`src/rtl/bcd_seq_mult.sv`:
```
// bcd_seq_mult: sequential packed-BCD multiplier, one BCD addition per clock; done after DIGITS+sum(y digits)+1 cycles.
// start is honoured only in IDLE; requests arriving while busy or finishing are dropped, never queued.
module bcd_seq_mult #(
    parameter int DIGITS = 2
) (
    input  logic                  clk,
    input  logic                  reset,
    input  logic                  start,
    input  logic [4*DIGITS-1:0]   x,
    input  logic [4*DIGITS-1:0]   y,
    output logic                  busy,
    output logic                  done,
    output logic                  error,
    output logic [8*DIGITS-1:0]   product
);

    localparam int IW = (DIGITS > 1) ? $clog2(DIGITS) : 1;
    localparam int PW = 8 * DIGITS;

    typedef enum logic [1:0] {S_IDLE, S_SHIFT, S_ADD, S_FIN} state_t;

    state_t              r_state;
    state_t              w_state_nxt;
    logic [4*DIGITS-1:0] r_x_cap;
    logic [4*DIGITS-1:0] r_y_cap;
    logic [PW-1:0]       r_acc;
    logic [3:0]          r_cnt;
    logic [IW-1:0]       r_idx;
    logic                r_err_pending;
    logic                r_busy;
    logic                r_done;
    logic                r_error;
    logic [PW-1:0]       r_product;

    logic                w_in_bad;
    logic [3:0]          w_ydig;
    logic [3:0]          w_cnt_dec;
    logic [PW-1:0]       w_acc_sum;
    logic                w_busy_nxt;
    logic                w_done_nxt;
    logic                w_error_nxt;
    logic [PW-1:0]       w_product_nxt;

    function automatic logic has_bad_digit(input logic [4*DIGITS-1:0] v);
        logic bad;
        bad = 1'b0;
        for (int i = 0; i < DIGITS; i++) begin
            if (v[4*i +: 4] > 4'd9) bad = 1'b1;
        end
        return bad;
    endfunction

    // Ripple decimal add; the final carry is dropped since the product always fits.
    function automatic logic [PW-1:0] bcd_add(input logic [PW-1:0] a, input logic [PW-1:0] b);
        logic [PW-1:0] s;
        logic          c;
        logic [4:0]    d;
        s = '0;
        c = 1'b0;
        for (int i = 0; i < 2*DIGITS; i++) begin
            d = {1'b0, a[4*i +: 4]} + {1'b0, b[4*i +: 4]} + {4'b0, c};
            if (d > 5'd9) begin
                d = d + 5'd6;
                c = 1'b1;
            end else begin
                c = 1'b0;
            end
            s[4*i +: 4] = d[3:0];
        end
        return s;
    endfunction

    assign w_in_bad  = has_bad_digit(x) | has_bad_digit(y);
    assign w_cnt_dec = r_cnt - 4'd1;
    assign w_acc_sum = bcd_add(r_acc, {{(4*DIGITS){1'b0}}, r_x_cap});

    always_comb begin
        w_ydig = '0;
        for (int i = 0; i < DIGITS; i++) begin
            if (r_idx == IW'(i)) w_ydig = r_y_cap[4*i +: 4];
        end
    end

    always_ff @(posedge clk) begin
        if (reset) r_state <= S_IDLE;
        else       r_state <= w_state_nxt;
    end

    always_comb begin
        w_state_nxt = r_state;
        case (r_state)
            S_IDLE: begin
                if (start) w_state_nxt = w_in_bad ? S_FIN : S_SHIFT;
            end
            S_SHIFT: begin
                if (w_ydig != 4'd0)    w_state_nxt = S_ADD;
                else if (r_idx == '0)  w_state_nxt = S_FIN;
            end
            S_ADD: begin
                if (w_cnt_dec == 4'd0) w_state_nxt = (r_idx == '0) ? S_FIN : S_SHIFT;
            end
            S_FIN:   w_state_nxt = S_IDLE;
            default: w_state_nxt = S_IDLE;
        endcase
    end

    // Multiplier digits are walked from the most significant down, one shift per digit.
    always_ff @(posedge clk) begin
        if (reset) begin
            r_x_cap       <= '0;
            r_y_cap       <= '0;
            r_acc         <= '0;
            r_cnt         <= '0;
            r_idx         <= '0;
            r_err_pending <= 1'b0;
        end else begin
            case (r_state)
                S_IDLE: begin
                    if (start) begin
                        r_x_cap       <= x;
                        r_y_cap       <= y;
                        r_err_pending <= w_in_bad;
                        if (!w_in_bad) begin
                            r_acc <= '0;
                            r_idx <= IW'(DIGITS - 1);
                        end
                    end
                end
                S_SHIFT: begin
                    r_acc <= {r_acc[PW-5:0], 4'h0};
                    r_cnt <= w_ydig;
                    if (w_ydig == 4'd0 && r_idx != '0) r_idx <= r_idx - IW'(1);
                end
                S_ADD: begin
                    r_acc <= w_acc_sum;
                    r_cnt <= w_cnt_dec;
                    if (w_cnt_dec == 4'd0 && r_idx != '0) r_idx <= r_idx - IW'(1);
                end
                default: ;
            endcase
        end
    end

    always_comb begin
        w_busy_nxt    = (r_state == S_SHIFT) || (r_state == S_ADD);
        w_done_nxt    = (r_state == S_FIN);
        w_error_nxt   = r_error;
        w_product_nxt = r_product;
        case (r_state)
            S_SHIFT, S_ADD: w_error_nxt = 1'b0;
            S_FIN: begin
                w_error_nxt   = r_err_pending;
                w_product_nxt = r_err_pending ? '0 : r_acc;
            end
            default: ;
        endcase
    end

    always_ff @(posedge clk) begin
        if (reset) begin
            r_busy    <= 1'b0;
            r_done    <= 1'b0;
            r_error   <= 1'b0;
            r_product <= '0;
        end else begin
            r_busy    <= w_busy_nxt;
            r_done    <= w_done_nxt;
            r_error   <= w_error_nxt;
            r_product <= w_product_nxt;
        end
    end

    assign busy    = r_busy;
    assign done    = r_done;
    assign error   = r_error;
    assign product = r_product;

endmodule

```
`config.mk`:
```
export PLATFORM = sky130hd
export DESIGN_NAME = bcd_seq_mult
export DESIGN_NICKNAME = d
export VERILOG_FILES = /design/src/rtl/bcd_seq_mult.sv
export SDC_FILE = /design/constraint.sdc
export NUM_CORES = 1
export LEC_CHECK = 0
export CORE_UTILIZATION = 35
export CTS_BUF_LIST = sky130_fd_sc_hd__clkbuf_8
export CTS_CLUSTER_DIAMETER = 60
export DETAILED_ROUTE_END_ITERATION = 12
export PLACE_DENSITY = 0.53
export SLEW_MARGIN = 20
export SYNTH_ARGS = -nofsm -noshare
export SYNTH_HDL_FRONTEND = slang
export SYNTH_SLANG_ARGS = --single-unit
```
`constraint.sdc`:
```
create_clock -name clk -period 9.8 [get_ports clk]
set_input_delay 1.47 -clock clk [delete_from_list [all_inputs] [get_ports clk]]
set_output_delay 1.47 -clock clk [all_outputs]
set_load 0.01 [all_outputs]
```
==> results.txt <==
outcome: finished, final reports clean
DRT Pass-1 Iters: 4
vias in the first global route: 2807
first-iteration detailed-routing DRC count: 134
Yosys reg bits: 59
Slew @ Worst Pin: 0.711 ns
Post-synth EDFFs: 0
Boundary Pins: 38
antenna cells: 0
GPL Wtd Cong: 0.801
RSZ-0062 raised after global routing: no
final-report max-slew violation count: 0
Setup crit end kind: flop
area of the mapped netlist: 0.00362 mm²
clock root cell: clkbuf_8
WP data arrival: 6.72 ns
share of cells above drive strength 1: 0.0891
Post-Route Utilization: 0.433
final routed DRC violation total: 0
post-synthesis sequential area ratio: 0.326
final setup fails: 0
initial antenna violation count: 0
Slew HR: 0.525
FP Rows: 36
via count: 3024
PwrDens: 202 mW/mm²
GRT Overall Usage: 0.173
P_sw: 0.320 mW
post-synth top area share: 0.326
Mapped Avg Cell Area: 8.69 µm²
crit path launch type: flop
Seq pwr share: 0.345
grt total ovfl: 0
peak supply drop: 0.0000941 V
Ys Warns: 0
Post-synth top cells: dfxtp_1, nand2_1, nor2_1, a21oi_1, mux2i_1
slowest cell delay on critical path: 0.44 ns
Hold Crit Class: reg2reg
Clk pwr share: 0.298
Max clock buf depth: 2
post-route setup TNS: 0 ns
fmax: 154 MHz
Die ar.: 0.0108 mm²
WL/cell: 15.1 µm
antenna-violating nets left: 0
nets: 490
Synth cell types: 72
hold buffer count at CTS: 0
Synthesized Nets: 463
Power Internal: 0.545 mW
Sw Share: 0.370
Final min period: 6.49 ns
vias per cell: 5.20
CTS Buf Count: 9
Crit path max-delay family: adder cells
Die Wd: 104 µm
post-CTS sizing: 0
crit path buf inv count: 2
slowest CP cell: fa_1
CTS clock-pin slew for the worst setup and hold paths: 0.07 ns
Worst Path Required: 10.03 ns
hpwl dp: 6.26 mm
WL final: 8.79 mm
Layout fillers: 992
Max Fanout on Critical Path: 7
leading area contributor after synthesis: dfxtp_1
core outline area: 0.00991 mm²
clock latency on the worst-skew pair: 0.34 ns
cell count after synthesis: 417
cell mode on critical path: ha_1
Die H: 104 µm
CP Class: reg2reg
ys async rst share: 0
global-route wire length before repair: 14.7 mm
Max-Cap Viols: 0
largest net degree at the start of global routing: 40
setup repair bufs after CTS: 0
final non-filler cell total: 582
top post-synthesis cells by area: dfxtp_1, ha_1, mux2i_1
H-tree depth: 3
final period utilization: 0.662
Synth Flop Type: dfxtp_1
final hold viol count: 0
top-count cell post-synth: dfxtp_1
dpl cells: 566
CTS Sinks: 59
Initial Util: 0.366
leakage: 1.54 nW
I/O Buffers: 37
TritonCTS clock tree: done
Worst Skew: 0.0107 ns
Synth-to-Final Area Change: 18.4%
Comb power frac: 0.357
## state kept, by name, summed over array words and instances, names as in the netlist, 2 cells and up
register,count
product,16
r_x_cap,8
r_state,2
r_acc,16
r_cnt,4
r_y_cap,8
## routing by layer
layer | vias to the layer above | track usage | share of wire | wire (µm)
met4 | 0 | 0.0582 | 0.013 | 117
met5 | - | 0 | 0 | 0
met2 | 56 | 0.272 | 0.46 | 4010
met1 | 1412 | 0.235 | 0.49 | 4300
li1 | 1544 | - | - | -
met3 | 12 | 0.0378 | 0.041 | 357
## stage by stage
step / setup slack (ns) / instance area (µm²) / power (mW) / hold WS (ns)
after floorplan: 3.91 / 3620 / 0.547 / 0.436
after global placement: 3.60 / 4060 / 0.613 / 0.454
after detailed placement: 3.38 / 4060 / 0.615 / 0.456
after CTS: 3.33 / 4290 / 0.875 / 0.470
after global routing: 2.82 / 4290 / 0.922 / 0.490
final: 3.31 / 4290 / 0.865 / 0.467
## cells by family (layout without fill, tap and decap cells)
kind of cell	after synthesis	after routing	share of synthesized area
DFF	59	59	0.326
adders and majority gates	27	27	0.0995
buffers and inverters	43	75	0.0515
muxes	29	29	0.0822
AOI/OAI and AO/OA	104	104	0.217
xor gates and xnor gates	7	7	0.0211
and+or+nand+nor	148	148	0.202
## final cells by class
class / instances / area [µm²] / share of cell area
multi-input cells: 315 / 2250 / 0.526
flip-flops and latches: 59 / 1180 / 0.275
repair buffers: 39 / 385 / 0.0898
well taps: 133 / 166 / 0.0388
clock buffers: 11 / 151 / 0.0353
clock inverters: 5 / 76.3 / 0.0178
inverters: 20 / 75.1 / 0.0175
## layout by cell type, fill, tap and decap left out, drive strengths merged, types with 4 or more instances in the layout
| master | n |
|---|---|
| mux2i | 26 |
| clkdlybuf4s50 | 37 |
| nand2b | 5 |
| nor2 | 32 |
| inv | 21 |
| nand3b | 5 |
| nand2 | 55 |
| clkbuf | 11 |
| xor2 | 4 |
| a32oi | 4 |
| nand4 | 4 |
| a21oi | 31 |
| a31oi | 7 |
| and3 | 6 |
| o21ai | 19 |
| nand3 | 8 |
| ha | 24 |
| dfxtp | 59 |
| and2 | 7 |
| nor3 | 4 |
| nor2b | 7 |
## path summary, 6_finish.rpt
check               from          end  slack [ns]  depth (start not counted)
max             r_acc[0]    r_acc[13]        3.31                         28
min          product[15]  product[15]        0.47                          2
max reg2reg     r_acc[0]    r_acc[13]        3.31                         28
min reg2reg  product[15]  product[15]        0.47                          2
## power by group through the flow
stage / Combinational, mW / Clock [mW] / Sequential (mW)
6_report: 0.309 / 0.258 / 0.298
5_1_grt: 0.345 / 0.274 / 0.302
4_1_cts: 0.312 / 0.264 / 0.299
3_5_place_dp: 0.311 / 0 / 0.304
3_3_place_gp: 0.309 / 0 / 0.303
2_1_floorplan: 0.255 / 0 / 0.292
## tightest hold or removal path, delay by kind of cell, from the launching register on
| kind | cells | cell delay [ns] |
|---|---|---|
| AO/OA/AOI/OAI | 1 | 0.05 |
| AND/OR/NAND/NOR | 1 | 0.06 |
| flip-flops | 1 | 0.31 |
Power figures use the tool's default switching activity.
